$ cat src/rtl/dat_mem_master.sv
// Initiator for the 8-row data memory: turns load/store/copy requests into
// single-cycle ADDR/WriteDat/WEN/REN accesses and returns one response per request.
module dat_mem_master #(
  parameter int width   = 16,
  parameter int rowData = 8,
  parameter int lenW    = 4
) (
  input  logic             CLK,
  input  logic             RST,
  input  logic             REQ_VALID,
  output logic             REQ_READY,
  input  logic [1:0]       REQ_OP,
  input  logic [width-1:0] REQ_ADDR,
  input  logic [width-1:0] REQ_DST,
  input  logic [lenW-1:0]  REQ_LEN,
  input  logic [width-1:0] REQ_WDATA,
  output logic             RSP_VALID,
  input  logic             RSP_READY,
  output logic [width-1:0] RSP_DATA,
  output logic             RSP_ERR,
  output logic             BUSY,
  output logic [width-1:0] ADDR,
  output logic [width-1:0] WriteDat,
  output logic             WEN,
  output logic             REN,
  input  logic [width-1:0] ReadDat
);

  // Handshakes: a transfer happens on a posedge where valid and ready are both 1;
  // valid and its payload are held unchanged until that edge.

  if (rowData < 2 || (rowData & (rowData - 1)) != 0) begin : g_bad_rowdata
    $error("rowData must be a power of two of at least 2");
  end

  typedef enum logic [2:0] {
    S_IDLE  = 3'd0,
    S_LOAD  = 3'd1,
    S_STORE = 3'd2,
    S_CP_RD = 3'd3,
    S_CP_WR = 3'd4,
    S_RESP  = 3'd5
  } state_t;

  localparam logic [1:0] OP_LOAD  = 2'b00;
  localparam logic [1:0] OP_STORE = 2'b01;
  localparam logic [1:0] OP_COPY  = 2'b10;

  state_t           r_state;
  logic [width-1:0] r_src;
  logic [width-1:0] r_dst;
  logic [lenW-1:0]  r_cnt;
  logic [width-1:0] r_buf;
  logic             r_req_ready;
  logic             r_rsp_valid;
  logic [width-1:0] r_rsp_data;
  logic             r_rsp_err;
  logic             r_busy;
  logic [width-1:0] r_addr;
  logic [width-1:0] r_wdat;
  logic             r_wen;
  logic             r_ren;

  // Every output is a register set one edge ahead, so strobes line up with states.
  always_ff @(posedge CLK or posedge RST) begin
    if (RST) begin
      r_state     <= S_IDLE;
      r_src       <= '0;
      r_dst       <= '0;
      r_cnt       <= '0;
      r_buf       <= '0;
      r_req_ready <= 1'b1;
      r_rsp_valid <= 1'b0;
      r_rsp_data  <= '0;
      r_rsp_err   <= 1'b0;
      r_busy      <= 1'b0;
      r_addr      <= '0;
      r_wdat      <= '0;
      r_wen       <= 1'b0;
      r_ren       <= 1'b0;
    end else begin
      case (r_state)
        S_IDLE: begin
          if (REQ_VALID) begin
            r_src       <= REQ_ADDR;
            r_dst       <= REQ_DST;
            r_cnt       <= REQ_LEN;
            r_req_ready <= 1'b0;
            r_busy      <= 1'b1;
            case (REQ_OP)
              OP_LOAD: begin
                r_state <= S_LOAD;
                r_ren   <= 1'b1;
                r_addr  <= REQ_ADDR;
              end
              OP_STORE: begin
                r_state <= S_STORE;
                r_wen   <= 1'b1;
                r_addr  <= REQ_ADDR;
                r_wdat  <= REQ_WDATA;
              end
              OP_COPY: begin
                if (REQ_LEN != '0) begin
                  r_state <= S_CP_RD;
                  r_ren   <= 1'b1;
                  r_addr  <= REQ_ADDR;
                end else begin
                  r_state     <= S_RESP;
                  r_rsp_valid <= 1'b1;
                  r_rsp_data  <= '0;
                end
              end
              default: begin
                r_state     <= S_RESP;
                r_rsp_valid <= 1'b1;
                r_rsp_err   <= 1'b1;
                r_rsp_data  <= '0;
              end
            endcase
          end
        end
        S_LOAD: begin
          r_rsp_data  <= ReadDat;
          r_ren       <= 1'b0;
          r_addr      <= '0;
          r_rsp_valid <= 1'b1;
          r_state     <= S_RESP;
        end
        S_STORE: begin
          r_rsp_data  <= '0;
          r_wen       <= 1'b0;
          r_addr      <= '0;
          r_wdat      <= '0;
          r_rsp_valid <= 1'b1;
          r_state     <= S_RESP;
        end
        S_CP_RD: begin
          r_buf   <= ReadDat;
          r_wdat  <= ReadDat;
          r_ren   <= 1'b0;
          r_wen   <= 1'b1;
          r_addr  <= r_dst;
          r_state <= S_CP_WR;
        end
        S_CP_WR: begin
          // Strictly forward, one word at a time, so overlapping ranges replicate.
          r_src  <= r_src + 1'b1;
          r_dst  <= r_dst + 1'b1;
          r_cnt  <= r_cnt - 1'b1;
          r_wen  <= 1'b0;
          r_wdat <= '0;
          if (r_cnt == lenW'(1)) begin
            r_rsp_data  <= r_buf;
            r_rsp_valid <= 1'b1;
            r_addr      <= '0;
            r_state     <= S_RESP;
          end else begin
            r_ren   <= 1'b1;
            r_addr  <= r_src + 1'b1;
            r_state <= S_CP_RD;
          end
        end
        S_RESP: begin
          if (RSP_READY) begin
            r_rsp_valid <= 1'b0;
            r_rsp_err   <= 1'b0;
            r_req_ready <= 1'b1;
            r_busy      <= 1'b0;
            r_state     <= S_IDLE;
          end
        end
        default: r_state <= S_IDLE;
      endcase
    end
  end

  assign REQ_READY = r_req_ready;
  assign RSP_VALID = r_rsp_valid;
  assign RSP_DATA  = r_rsp_data;
  assign RSP_ERR   = r_rsp_err;
  assign BUSY      = r_busy;
  assign ADDR      = r_addr;
  assign WriteDat  = r_wdat;
  assign WEN       = r_wen;
  assign REN       = r_ren;

endmodule

$ cat config.mk
export PLATFORM = sky130hd
export DESIGN_NAME = dat_mem_master
export DESIGN_NICKNAME = d
export VERILOG_FILES = /design/src/rtl/dat_mem_master.sv
export SDC_FILE = /design/constraint.sdc
export NUM_CORES = 1
export LEC_CHECK = 0
export CORE_ASPECT_RATIO = 1.4
export CORE_MARGIN = 3
export CORE_UTILIZATION = 55
export CTS_BUF_LIST = sky130_fd_sc_hd__clkbuf_16
export CTS_CLUSTER_SIZE = 24
export DETAILED_ROUTE_END_ITERATION = 16
export GPL_TIMING_DRIVEN = 0
export PLACE_DENSITY_LB_ADDON = 0.3
export SLEW_MARGIN = 20
export SYNTH_ARGS = -nofsm -noshare
export SYNTH_HDL_FRONTEND = slang
export SYNTH_SLANG_ARGS = --single-unit
$ cat constraint.sdc
create_clock -name CLK -period 6 [get_ports CLK]
set_input_delay 1.5 -clock CLK [delete_from_list [all_inputs] [get_ports CLK]]
set_output_delay 1.5 -clock CLK [all_outputs]
set_load 0.03 [all_outputs]
# Word-level counts from Yosys, hierarchy flattened
# Index checks and enable logic that the tools add are counted.
# classes
n_addsub,3
n_eq_ne,19
muxes,47
reduce_logical,24
# op_table
operator,n
$mux 16,10
$pmux 16 s2,4
$pmux 16 s4,2
$pmux 16 s3,1
$add 16x1->16 const B,2
$reduce_bool 4->1,4
$pmux 3 s5,1
$mux 1,14
$mux 3,4
$ne 2x2->1 const B,6
$pmux 1 s2,5
$reduce_and 5->1,2
$pmux 3 s3,1
$pmux 4 s2,1
$reduce_and 4->1,2
$reduce_or 2->1,4
$eq 3x2->1 const B,2
$eq 3x3->1 const B,2
$ne 3x3->1 const B,2
$pmux 1 s3,2
$reduce_and 3->1,2
$reduce_and 6->1,1
$reduce_bool 3->1,2
$eq 4x1->1 const B,1
other kinds (14),16
# totals
regBits,109
output_inout_bits,54
wordCells,107

# Depth between registers and ports, before layout
# Gate-level depths: netlist (run 1).
# depth
ltp_word,5
ltp_mapped,8
ltp_nobuf,7

# Worst setup path before layout (run 1)
# No wires, ideal clock.
# synth_path
path_kind,input to register
from,in REQ_VALID
to,"reg r_rsp_data[0], in the netlist RSP_DATA[0]"
setup_ns,0.125
arrival_time_ns,2.865
t_required_ns,5.875
slack_ns,3.010
stages,6
path_buffers,2
path_cell_list,clkbuf_1 -> nand3_1 -> nor2_1 -> a2111oi_4 -> buf_6 -> mux2_4
# synth_between
elab_chain_cells,2
# synth_rtl
item,line_no,rtl
start: declaration,10,"input logic REQ_VALID,"
$ne 2x2->1 (no line),-,
$reduce_and 5->1 (no line),-,
end signal: assignment,123,r_rsp_data <= ReadDat;
end signal: assignment,153,r_rsp_data <= r_buf;
end: declaration,56,logic [width-1:0] r_rsp_data;
# No other way between the ends.
# A chain may end at the register's enable or synchronous reset.

# Worst setup path in the final report (run 1)
# layout_path
from,in REQ_OP[0]
to,"reg r_rsp_data[8], in the netlist RSP_DATA[8]"
# layout_between
elab_chain_cells,5
# layout_rtl
item,line_no,rtl
start: declaration,12,"input logic [1:0] REQ_OP,"
$eq 2x1->1 / $logic_not 2->1 (equally long branches),90,case (REQ_OP)
$reduce_or 2->1 (no line),-,
$pmux 16 s2,90,
$mux 16,84,if (REQ_VALID) begin
$pmux 16 s4,82,case (r_state)
# Several ways; a longest one is shown, not always the timed one. The select of a mux whose other input is x is not followed.

==> run metrics, run 1 <==
GPL Wtd Cong=about 0.94; WHS=around 480 ps; clk buf depth=2; area delta synth->final=29.6%; synth unique cells=66; Worst setup SP type=primary input; leakage=between 3 and 4 nW; Ys Warns=0; Starting Density=57.0%; first-pass GRT wire length=between 20000 and 30000 um; largest net degree at the start of global routing=64; IO buf count=about 130; total grt overflow=0; max frequency=0.290 GHz; Slew Limit Fails=0; element type at the critical path end=register; Residual DRC=0; worst path arrival time=roughly 3700 ps; HP Class=register to register; sw frac=between 40% and 50%; row count=44; Post-synth EDFFs=0; ANT nets after route=0; status=finished clean; RSZ-0062 raised after global routing=false; Vias per Instance=around 6.4; net count after synthesis=693; 1st-pass router iterations=8; clk_skew=roughly 9.5 ps; hold_buf cts=0; Syn Area/Cell=roughly 10 um^2; Crit Path Class=primary input to register; vias=approximately 5700; Rel. slew slack=44.6%; Overall Global Routing Usage=30.9%; vias in the first global route=about 5700; CTS root buf=clkbuf_16; share of layout cells above drive strength 1=between 10% and 20%; Post-synth top flop=dfrtp_1; NetSw=approximately 2.1 mW; die area=approximately 0.012 mm^2; VDD IR max=about 0.4 mV; DP Cell Count=880; clk sinks=~110; Nets=between 800 and 900; Gate Count Post-Synth=615; detailed router's first-iteration violation count=about 640; final hold vios=0; clock-pin transition on the worst setup and hold timing paths=around 80 ps; Design Power=roughly 4.5 mW; CTS H-tree depth=3; CP Max Fanout=10; Post-Layout Cell Count=about 900; CP Data Required Time=~6200 ps; initial antenna violation count=0; Post-DP HPWL=13300 um; Post-CTS Resized=0; worst skew pair latency=~360 ps; drt wl/cell=20.4 um; TNS Setup=0 ps; fin crit share=a little under three fifths; CTS buffer count=9; Post-CTS Setup Bufs=0; area of the mapped netlist=~0.0060 mm^2; Max-Cap Viols=0; Die H=around 130 um; Die Width=94.2 um; Core Footprint=0.0105 mm^2; Clock Power Share=~14%; Synth Register Bits=approximately 110; P per Cell Area=around 580 mW/mm^2; post-synthesis sequential area ratio=45.5%; Int Pwr=2.47 mW; Final Worst Setup Slack=roughly 2600 ps; WL final=18300 um; Combinational Power Share=between 50 and 60%; num ports=between 100 and 150; TritonCTS clock tree=built; Setup WS pre-CTS=roughly 2200 ps; Slew @ Worst Pin=slightly above 800 ps; final setup vio count=0; Reg power frac=between 20% and 30%; Final Critical Period=3450 ps; async set-reset flop share out of synthesis=100%; n_diodes=0
[worst max-delay path: stages]
cell,delay [ps]
clkdlybuf4s50_1,540
nor2_1,310
nor2_1,130
a2111oi_4,630
buf_6,260
mux2_4,310
[final timing paths]
| path | start | endpoint | slack (ps) | cells after the start |
|---|---|---|---|---|
| max | REQ_OP[0] | RSP_DATA[8] | 2550 | 6 |
| min | ADDR[12] | ADDR[12] | 480 | 2 |
| max reg2reg | r_cnt[1] | RSP_DATA[8] | 3670 | 7 |
| min reg2reg | ADDR[12] | ADDR[12] | 480 | 2 |
| max in group asynchronous | RST | REQ_READY | 3770 | 3 |
| min in group asynchronous | RST | RSP_DATA[10] | 1540 | 2 |
[cells by family (layout without fill, tap and decap cells)]
logic type,count (synthesis),after routing,share of synthesized area [%]
AO/OA/AOI/OAI,217,217,25.1
AND/OR/NAND/NOR,168,168,13.3
flip-flops,109,109,45.5
buffers and inverters,61,204,5.01
multiplexers,40,40,7.93
XOR/XNOR,16,16,2.34
adder cells (fa/ha/maj),4,4,0.835
[routing by layer]
metal | wire (um) | global-route usage [%]
met5 | 0 | 0
met4 | 750 | 15.1
met3 | 1860 | 9.70
met2 | 9140 | 52.5
met1 | 6540 | 35.1
[flip-flops by register name, summed over array words and instances (netlist names)]
register and count:
ADDR 16, BUSY 1, REN 1, REQ_READY 1, RSP_DATA 16, RSP_ERR 1
RSP_VALID 1, WEN 1, WriteDat 16, r_buf 16, r_cnt 4, r_dst 16
r_src 16, r_state 3
[metrics by stage]
stage | utilization (%) | area (um^2)
after floorplan | - | 5990
after global placement | 70.6 | 7430
after detailed placement | 70.9 | 7460
after CTS | 73.9 | 7770
after global routing | 73.9 | 7770
final | 73.9 | 7770
[cells in the final DEF (no fill, tap or decap), drive strengths merged, types with 3 or more instances in the layout]
cell type / synthesis / routed
a221o: 3 / 3
and3: 5 / 5
o22a: 8 / 8
a222oi: 13 / 13
o22ai: 20 / 20
nor2: 36 / 36
nand4: 6 / 6
clkinv: 1 / 4
nor4: 4 / 4
nor3: 9 / 9
o211ai: 3 / 3
clkbuf: 26 / 35
a22oi: 21 / 21
nand2: 69 / 69
a21oi: 41 / 41
mux2i: 7 / 7
nor3b: 4 / 4
xor2: 10 / 10
clkdlybuf4s50: 0 / 126
dfrtp: 108 / 108
o221ai: 4 / 4
a31oi: 5 / 5
ha: 4 / 4
mux2: 33 / 33
buf: 25 / 26
o21ai: 54 / 54
nor2b: 3 / 3
inv: 9 / 12
a22o: 30 / 30
xnor2: 6 / 6
nand3: 20 / 20
or3: 3 / 3
[layout make-up]
cell class,instances,area (um^2)
buffer,51,263
multi-input combinational,445,2960
clock inverter,7,81.3
clock buffer,9,225
timing repair buffer,127,1290
tap,138,173
inverter,10,42.5
sequential,109,2730
fill,779,2750
[power by group through the flow]
| stage | logic, mW | registers, mW | clock network (mW) |
|---|---|---|---|
| after global placement | 2.46 | 1.31 | 0 |
| after global routing | 2.78 | 1.36 | 0.657 |
| after floorplan | 1.47 | 1.56 | 0 |
| final | 2.58 | 1.33 | 0.625 |
| after CTS | 2.55 | 1.32 | 0.627 |
| after detailed placement | 2.54 | 1.33 | 0 |
[synthesized netlist by cell type (4+ instances only)]
cell,count,share of area [%]
dfrtp_1,108,45
nand2_1,69,4.3
o21ai_0,51,4.3
a21oi_1,41,3.4
nor2_1,34,2.1
mux2_2,24,4.5
clkbuf_1,23,1.4
a22o_1,21,3.1
a22oi_1,21,2.6
nand3_1,20,1.7
o22ai_1,20,2.1
buf_2,16,1.3
a222oi_1,13,2.2
xor2_1,10,1.5
a22o_2,9,1.5
mux2_4,9,2.3
inv_1,8,0.50
nor3_1,8,0.67
o22a_1,8,1.2
mux2i_1,7,1.2
nand4_1,6,0.63
xnor2_1,6,0.88
a31oi_1,5,0.52
and3_1,5,0.52
buf_4,4,0.50
ha_1,4,0.84
Note: power is estimated with default switching activity, not from simulation.
==> run 2: changes to the inputs <==
--- a/config.mk
+++ b/config.mk
@@ -7,7 +7,7 @@
 export LEC_CHECK = 0
 export CORE_ASPECT_RATIO = 1.4
 export CORE_MARGIN = 3
-export CORE_UTILIZATION = 55
+export CORE_UTILIZATION = 47
 export CTS_BUF_LIST = sky130_fd_sc_hd__clkbuf_16
 export CTS_CLUSTER_SIZE = 24
 export DETAILED_ROUTE_END_ITERATION = 16
==> constraint.sdc (replaced) <==
create_clock -name CLK -period 2.8 [get_ports CLK]
set_input_delay 0.7 -clock CLK [delete_from_list [all_inputs] [get_ports CLK]]
set_output_delay 0.7 -clock CLK [all_outputs]
set_load 0.03 [all_outputs]
==> run 2 against run 1 <==
Net effect: combinational power rose by 120%; core utilization fell by 10 points; clock skew fell by 2.7 ps; final area rose by 1.0%; first-iteration DRC count fell by 12%; setup slack got worse by 2400 ps; via count fell by 0.26%; global-route usage fell by 3.5 points; largest power group unchanged.
==> run metrics, run 2 (synthesis results as in run 1) <==
Slew @ Worst Pin=between 700 and 800 ps; Post-CTS Setup Bufs=0; most frequent CP cell=nor2_1; vias in the first global route=around 5900; utilization after layout=between 60% and 70%; area delta synth->final=30.9%; clk sinks=109; Overall Global Routing Usage=a little over a quarter; 1st-pass router iterations=7; detailed router's first-iteration violation count=565; Post-CTS Resized=0; ANT nets after route=0; Post-DP HPWL=between 10000 and 15000 um; leakage=roughly 3.3 nW; filler cell count=1066; FF-to-FF setup slack=between 400 and 500 ps; final hold vios=0; Final Worst Setup Slack=roughly 170 ps; Residual DRC=0; IO buf count=126; Max-Cap Viols=0; HP Class=register to register; most frequent cells in the layout=clkdlybuf4s50_1, dfrtp_1, nand2_1; CTS buffer count=9; final setup vio count=0; initial antenna violation count=0; Worst setup SP type=primary input; largest net degree at the start of global routing=34; row count=between 40 and 50; Nets=834; WL final=19100 um; Crit Path Class=primary input to register; Starting Density=about half; hold_buf cts=0; slowest library cell on the worst path=a2111oi_4; GPL Wtd Cong=approximately 0.99; max frequency=0.380 GHz; CTS root buf=clkbuf_16; CP Data Required Time=around 3000 ps; first-pass GRT wire length=30500 um; reg2reg path depth=6; Vias per Instance=between 6 and 7; num ports=~130; RSZ-0062 raised after global routing=false; Post-Layout Cell Count=around 910; met1 Use GR=roughly 31%; Slew Limit Fails=0; clock-pin transition on the worst setup and hold timing paths=70 ps; clk buf depth=2; die area=0.0142 mm^2; element type at the critical path end=register; Final Critical Period=~2600 ps; Hold Crit Depth=2; WHS=480 ps; DP Cell Count=895; Die H=140 um; Design Power=9.70 mW; worst skew pair latency=~360 ps; Core Footprint=between 0.01 and 0.015 mm^2; critical-path cell list=clkdlybuf4s50_1 > nor2_1 > nor2_1 > a2111oi_4 > buf_6 > mux2_4; Die Width=roughly 100 um; max incr delay on CP=620 ps; fin crit share=between 90% and 100%; n_diodes=0; Post-DP Area=approximately 0.0075 mm^2; GR met3 Demand/Resource=7.67%; CP Max Fanout=10; worst path arrival time=2870 ps; VDD IR max=between 0.7 and 0.8 mV; commonest non-fill, non-tap cell in the layout=clkdlybuf4s50_1; clk_skew=~6.9 ps; met2 track demand over resource=between 40% and 50%; TritonCTS clock tree=built; share of layout cells above drive strength 1=13.0%; post-route cell area=roughly 0.0078 mm^2; Rel. slew slack=between 40% and 50%; CTS H-tree depth=3; drt wl/cell=20.9 um; status=finished clean; vias=about 5700; GRT Max-Usage Layer=met2; P per Cell Area=around 1200 mW/mm^2; total grt overflow=0; Setup WS pre-CTS=-196 ps; TNS Setup=0 ps
[run 2: changes by cell type in the layout (fill, tap and decap cells not counted)]
cell | before | now
clkinv_1 | 1 | 3
clkinvlp_4 | 0 | 1
clkinv_4 | 2 | 0
inv_6 | 3 | 2
buf_16 | 1 | 3
buf_12 | 0 | 1
[run 2: critical path, delay by kind of cell]
kind / cells / cell delay (ps)
buffers and inverters: 2 / 830
AO/OA/AOI/OAI: 1 / 620
multiplexers: 1 / 310
AND/OR/NAND/NOR: 2 / 390
[run 2: per-layer routing]
metal	vias to the layer above	routed length [um]
met5	-	0
met4	0	715
met3	50	1790
met2	290	9750
met1	2774	6840
li1	2595	-
[run 2: cell type report]
type | count | area [um^2] | share of cell area [%]
buffer | 51 | 263 | 3.35
clock buffer | 9 | 225 | 2.87
clock inverter | 7 | 71.3 | 0.909
inverter | 10 | 41.3 | 0.526
multi-input combinational | 445 | 2960 | 37.8
sequential | 109 | 2730 | 34.8
tap | 150 | 188 | 2.39
timing repair buffer | 130 | 1360 | 17.4
[run 2: path summary, 6_finish.rpt]
path,startpoint,to
setup / recovery,REQ_OP[0],RSP_DATA[6]
hold / removal,ADDR[3],ADDR[3]
setup reg to reg,r_src[0],ADDR[14]
hold reg to reg,ADDR[3],ADDR[3]
max in group asynchronous,RST,r_src[14]
min in group asynchronous,RST,RSP_DATA[13]
[run 2: power breakdown]
part,leakage (nW),switching (mW),internal [mW]
Combinational,1.76,3.26,2.30
Sequential,1.35,0.540,2.30
Clock,0.147,0.614,0.700
==> run 3: changes to the inputs <==
--- a/config.mk
+++ b/config.mk
@@ -5,9 +5,11 @@
 export SDC_FILE = /design/constraint.sdc
 export NUM_CORES = 1
 export LEC_CHECK = 0
+export CELL_PAD_IN_SITES_DETAIL_PLACEMENT = 1
+export CELL_PAD_IN_SITES_GLOBAL_PLACEMENT = 1
 export CORE_ASPECT_RATIO = 1.4
 export CORE_MARGIN = 3
-export CORE_UTILIZATION = 47
+export CORE_UTILIZATION = 35
 export CTS_BUF_LIST = sky130_fd_sc_hd__clkbuf_16
 export CTS_CLUSTER_SIZE = 24
 export DETAILED_ROUTE_END_ITERATION = 16
==> constraint.sdc (replaced) <==
create_clock -name CLK -period 2.8 [get_ports CLK]
set_input_delay 0.56 -clock CLK [delete_from_list [all_inputs] [get_ports CLK]]
set_output_delay 0.56 -clock CLK [all_outputs]
set_load 0.03 [all_outputs]
==> run 3 against run 2 <==
Net effect: global-route usage decreased by 4.7 points; core utilization is 17 points lower; count of clock-buffer cells in the layout unchanged; final cell count is 5.7% higher; critical path type unchanged; largest cell class unchanged; largest power group unchanged; highest routed layer unchanged.
==> run metrics, run 3 (synthesis results as in run 1) <==
status=finished clean; max frequency=between 0.3 and 0.4 GHz; fin crit share=just over 90%; CTS buffer count=9; clk_skew=roughly 10 ps; sw frac=a little under half; CP Max Fanout=10; Die Width=~120 um; share of layout cells above drive strength 1=a little over an eighth; detailed router's first-iteration violation count=around 300; CP Data Required Time=3040 ps; utilization after layout=46.9%; post-route cell area=0.00785 mm^2; HP Class=register to register; CTS root buf=clkbuf_16; Vias per Instance=5.85; drt wl/cell=21.9 um; Final Critical Period=roughly 2600 ps; clk buf depth=2; Int Pwr=between 5 and 6 mW; Post-CTS Setup Bufs=0; Post-DP Area=about 0.0076 mm^2; num ports=~130; clk sinks=109; worst skew pair latency=360 ps; Setup WS pre-CTS=-114 ps; NetSw=4.51 mW; Core Footprint=approximately 0.017 mm^2; FF-to-FF setup slack=390 ps; area delta synth->final=30.9%; DP Cell Count=947; most frequent cells in the layout=clkdlybuf4s50_1, dfrtp_1, nand2_1; Post-Layout Cell Count=between 900 and 1000; Slew @ Worst Pin=roughly 800 ps; VDD IR max=about 0.58 mV; Clock Power Share=12.8%; final hold vios=0; Residual DRC=0; Crit Path Class=primary input to register; vias in the first global route=slightly above 6000; TritonCTS clock tree=built; Overall Global Routing Usage=a little under a quarter; Final Worst Setup Slack=around 250 ps; hold_buf cts=0; IO buf count=roughly 130; clock-pin transition on the worst setup and hold timing paths=70 ps; Die H=approximately 160 um; Slew Limit Fails=0; initial antenna violation count=0; WL final=~21000 um; die area=~0.019 mm^2; Max-Cap Viols=0; commonest non-fill, non-tap cell in the layout=clkdlybuf4s50_1; leakage=3.22 nW; element type at the critical path end=register; Rel. slew slack=46.5%; Post-CTS Resized=0; 1st-pass router iterations=5; Starting Density=35.8%; RSZ-0062 raised after global routing=false; worst path arrival time=roughly 2800 ps; Nets=roughly 830; Worst setup SP type=primary input; Reg power frac=between 20% and 30%; Post-DP HPWL=about 16000 um; CTS H-tree depth=3; total grt overflow=0; largest net degree at the start of global routing=31; final setup vio count=0; ANT nets after route=0; vias=roughly 5600; first-pass GRT wire length=between 30000 and 40000 um; Combinational Power Share=57.8%; row count=56; n_diodes=0; GPL Wtd Cong=a little under 0.9; filler cell count=1893; P per Cell Area=1240 mW/mm^2
## run 3: changes by cell type in the layout (fill, tap and decap cells not counted)
cell        delta
buf_12         +2
buf_16         -3
bufinv_16      -1
clkinv_1       -1
clkinv_4       +1
clkinvlp_4     +2
inv_8          -1
## run 3: power by group through the flow
stage | clock (mW) | combinational (mW) | sequential, mW
finish | 1.24 | 5.61 | 2.86
global route | 1.32 | 6.10 | 2.95
CTS | 1.27 | 5.63 | 2.85
detailed placement | 0 | 5.61 | 2.87
global placement | 0 | 5.42 | 2.82
floorplan | 0 | 3.14 | 3.33
## run 3: per-layer routing
metal  wire length, um  part of all wire (%)  GRT usage, %  vias up
met4               782                   3.7          10.9        0
met5                 0                     0             0        -
met2             10900                    52          40.1      209
met3              1410                   6.7          5.01       45
li1                  -                     -             -     2572
met1              8010                    38          25.7     2806
## run 3: cell type report
type	count	area [um^2]	share of cell area, %
well taps	203	254	3.24
plain buffers	51	263	3.35
flip-flops and latches	109	2730	34.8
clock inverters	7	50.0	0.638
clock buffers	9	225	2.87
multi-input cells	445	2960	37.8
repair buffers	129	1320	16.8
inverters	10	41.3	0.526
## run 3: worst paths after layout
kind | depth (start not counted) | endpoint | from
min | 2 | ADDR[5] | ADDR[5]
min reg2reg | 2 | ADDR[5] | ADDR[5]
max | 7 | RSP_DATA[1] | REQ_LEN[0]
max in group asynchronous | 4 | r_dst[10] | RST
min in group asynchronous | 2 | r_buf[12] | RST
max reg2reg | 7 | RSP_DATA[1] | r_cnt[1]
## run 3: through the flow
step	hold WS (ps)	total power, mW	TNS [ps]
global placement	462	8.24	-28740
CTS	488	9.75	0
finish	482	9.71	0
global route	509	10.4	0
floorplan	476	6.48	0
detailed placement	470	8.49	-957
## run 3: worst max-delay path, stage by stage
cell	delay, ps
clkdlybuf4s50_1	520
nor4_1	120
nor2_1	230
nor2_1	120
a2111oi_4	650
buf_6	270
mux2_4	320
==> patch 1, RTL diff (flow settings as in run 3) <==
Encoding of `state_t`: now Gray code (3 bits for 6 states).
--- a/src/rtl/dat_mem_master.sv
+++ b/src/rtl/dat_mem_master.sv
@@ -34,12 +34,12 @@
   end
 
   typedef enum logic [2:0] {
-    S_IDLE  = 3'd0,
-    S_LOAD  = 3'd1,
-    S_STORE = 3'd2,
-    S_CP_RD = 3'd3,
-    S_CP_WR = 3'd4,
-    S_RESP  = 3'd5
+    S_IDLE  = 3'b000,
+    S_LOAD  = 3'b001,
+    S_STORE = 3'b011,
+    S_CP_RD = 3'b010,
+    S_CP_WR = 3'b110,
+    S_RESP  = 3'b111
   } state_t;
 
   localparam logic [1:0] OP_LOAD  = 2'b00;
Check against the original RTL: same outputs for any inputs over 4 cycles, from zero or initial values and one cycle with RST high; so few cycles prove little.
==> patch 1 against run 3 <==
  * Cell area rose by 2.8%
  * Setup slack got worse by 48 ps
  * Highest routed layer unchanged
  * Cell count rose by 4.3%
  * Sequential cell count did not move
  * Count of clock-buffer cells in the layout did not move
  * Utilization rose by 0.70 points
  * Routed wire length rose by 6.1%
  * Die area rose by 2.1%
  * Area after synthesis rose by 2.2%
  * Critical path depth fell by 2
  * Clock power rose by 5%
  * Total power rose by 9.1%
  * Sequential power rose by 3%
  * Via count rose by 4.1%
==> patch 1: results <==
[run_status]
status = "complete, no violations"

[pwr]
p_leak_nw = 3.19
switchingPower_w = 0.00504
ir_drop_mv = 0.534

[synth]
yosys-top-cells-area = "dfrtp_1, mux2_2, a22o_1, o21ai_0, a21oi_1"
ys_types = 68
synth_top_cells_by_count = "dfrtp_1, o21ai_0, a21oi_1, mux2_2, nand2_1"
syn_nets = 705
synthXorXnorAreaFrac_pct = 0.715
syn_inst = 627
yosysSeqAreaShare_pct = 44.5
ys.flop_type = "dfrtp_1"
synth_compound_gate_area_share_pct = 24.7
synth_mux_area_share_pct = 10.1

[global_route]
grt_max_degree = 34
met1_usage_pct = 26.6
met3_usage_pct = 4.97
grt_use_total_pct = 23.5
grt_pass1_wl_um = 35600
gr-usage-met2_pct = 43.4
first_global_vias = 6566

[critical_path]
r2r-end = "RSP_DATA[8]$_DFFE_PP0P_"
crit_slowest_cell = "nor4b_1"
cpPeakStageDelay_ps = 600
cp.arrival_ps = 2830
cp_top_family = "simple AND/OR/NAND/NOR gates"

[timing]
hold-worst-slack_ps = 486
relSlewSlack_pct = 32.3

[placement]
placed_cells = 989
dp_hpwl_um = 17200
dpl_cell_area_mm2 = 0.00778
gp_congestion = 0.943

[routing]
firstDrtPassIters = 4
wl_met3_um = 1520
first_iter_violations = 273
highest_layer = "met4"
wl_met1_um = 8640
wire_per_inst_um = 22.3

[final_layout]
final_cells = 1004
final_nets = 846
layout-drive-gt1-share_pct = 13.7

[min_path]
hp-start = "REQ_READY$_DFFE_PP1P_"
==> patch 1: changes by cell type after synthesis, moves of 8 or more <==
cell | run 3 | this run
nand2_1 | 69 | 36
nor4_1 | 3 | 14
a22oi_1 | 21 | 9
a222oi_1 | 13 | 2
mux2_2 | 24 | 48
buf_2 | 16 | 26
o22ai_1 | 20 | 12
mux2_4 | 9 | 0
nor2_1 | 34 | 26
a22o_2 | 9 | 0
nor3_1 | 8 | 20
a21oi_1 | 41 | 50
a22o_1 | 21 | 32
==> patch 1: worst max path at each step <==
stage / from / endpoint / slack, ps / depth (start not counted)
after floorplan: REQ_LEN[0] / RSP_DATA[0]$_DFFE_PP0P_ / 720 / 5
after global placement: RST / WriteDat[4]$_DFFE_PP0P_ / -280 / 2
after detailed placement: REQ_LEN[0] / RSP_DATA[3]$_DFFE_PP0P_ / -160 / 6
after CTS: REQ_LEN[0] / RSP_DATA[8]$_DFFE_PP0P_ / 220 / 6
after global routing: REQ_OP[1] / ADDR[4]$_DFFE_PP0P_ / 40 / 5
final: REQ_OP[1] / ADDR[4]$_DFFE_PP0P_ / 200 / 5
==> patch 1: cell type report <==
cell class                      instances  area [um^2]
Buffer                                 52          238
Clock buffer                            9          225
Clock inverter                          6         62.6
Fill cell                            1973         8890
Inverter                               12         48.8
Multi-Input combinational cell        454         3120
Sequential cell                       109         2730
Tap cell                              232          290
Timing Repair Buffer                  130         1360
==> patch 1: power groups by stage <==
stage | clock network, W | registers [W] | logic (W)
finish | 0.00130 | 0.00296 | 0.00633
global route | 0.00140 | 0.00305 | 0.00684
CTS | 0.00133 | 0.00295 | 0.00632
detailed placement | 0 | 0.00297 | 0.00629
global placement | 0 | 0.00292 | 0.00606
floorplan | 0 | 0.00340 | 0.00356
==> patch 2, RTL diff (settings of run 3) <==
Without the edit above. Set the parameter `width` to 18 (it was 16).
--- a/src/rtl/dat_mem_master.sv
+++ b/src/rtl/dat_mem_master.sv
@@ -1,7 +1,7 @@
 // Initiator for the 8-row data memory: turns load/store/copy requests into
 // single-cycle ADDR/WriteDat/WEN/REN accesses and returns one response per request.
 module dat_mem_master #(
-  parameter int width   = 16,
+  parameter int width   = 18,
   parameter int rowData = 8,
   parameter int lenW    = 4
 ) (
Interface: changed (7 resized); port bits go from 128 to 142. No check against the original RTL was run, so the function may have changed too.
==> patch 2 against run 3 <==
  * Area after synthesis is 10% higher
  * Total power rose by 23%
  * Sequential cell count grew 12
  * Cell area is 15% higher
  * Setup slack improved by 140 ps
  * Routed wire length is 18% higher
  * Critical endpoint is now ADDR[8]$_DFFE_PP0P_
==> patch 2: results <==
[run_status]
status = "complete, no violations"

[routing]
totalWireLength_um = 24900
firstDrtPassIters = 6
num_vias = 6545
wl_met1_um = 9450
first_iter_violations = 375
wire_per_inst_um = 22.0

[clocking]
cts.htree.levels = 4

[critical_path]
crit_slowest_cell = "dfrtp_1"
timing.rr.start = "r_src[0]$_DFFE_PP0P_"
cpPeakStageDelay_ps = 500
cp.arrival_ps = 2700
crit_end = "ADDR[8]$_DFFE_PP0P_"
path_max_fanout = 8

[timing]
worst_pin_slew_ps = 914
hold-worst-slack_ps = 445
min_period_over_period_pct = 86.3

[global_route]
first_global_vias = 7024
met3_usage_pct = 6.65
grt_use_total_pct = 24.6
grt_max_degree = 34
met1_usage_pct = 27.4

[pwr]
p_leak_nw = 3.57
ir_drop_mv = 0.626

[min_path]
hp-class = "in2async"

[synth]
syn_nets = 804

[placement]
pre_cts_ws_ps = 29.1
-- patch 2: stage by stage --
stage / total power [W] / instance area [um^2]
final: 0.0119 / 8990
after global routing: 0.0127 / 8990
after CTS: 0.0119 / 8990
after detailed placement: 0.00960 / 8390
after global placement: 0.00940 / 8310
after floorplan: 0.00718 / 6620
-- patch 2: worst reg2reg max path: cells and delay by family, from the launching register on --
family	cells	cell delay, ps
fa+ha+maj	1	200
xor+xnor	1	110
flops	1	500
buf+inv	1	390
simple gates	2	450
compound gates	2	640
-- patch 2: report_power, final --
part / internal, W / switching (W)
Clock: 0.00140 / 0.000876
Combinational: 0.00238 / 0.00404
Sequential: 0.00259 / 0.000613
Total: 0.00637 / 0.00553
-- patch 2: final cells by class --
type,instances,share of cell area (%)
repair buffers,143,16.4
plain buffers,61,3.16
well taps,240,3.34
inverters,9,0.418
clock buffers,17,4.73
multi-input cells,527,36.3
clock inverters,15,1.98
flip-flops and latches,121,33.7
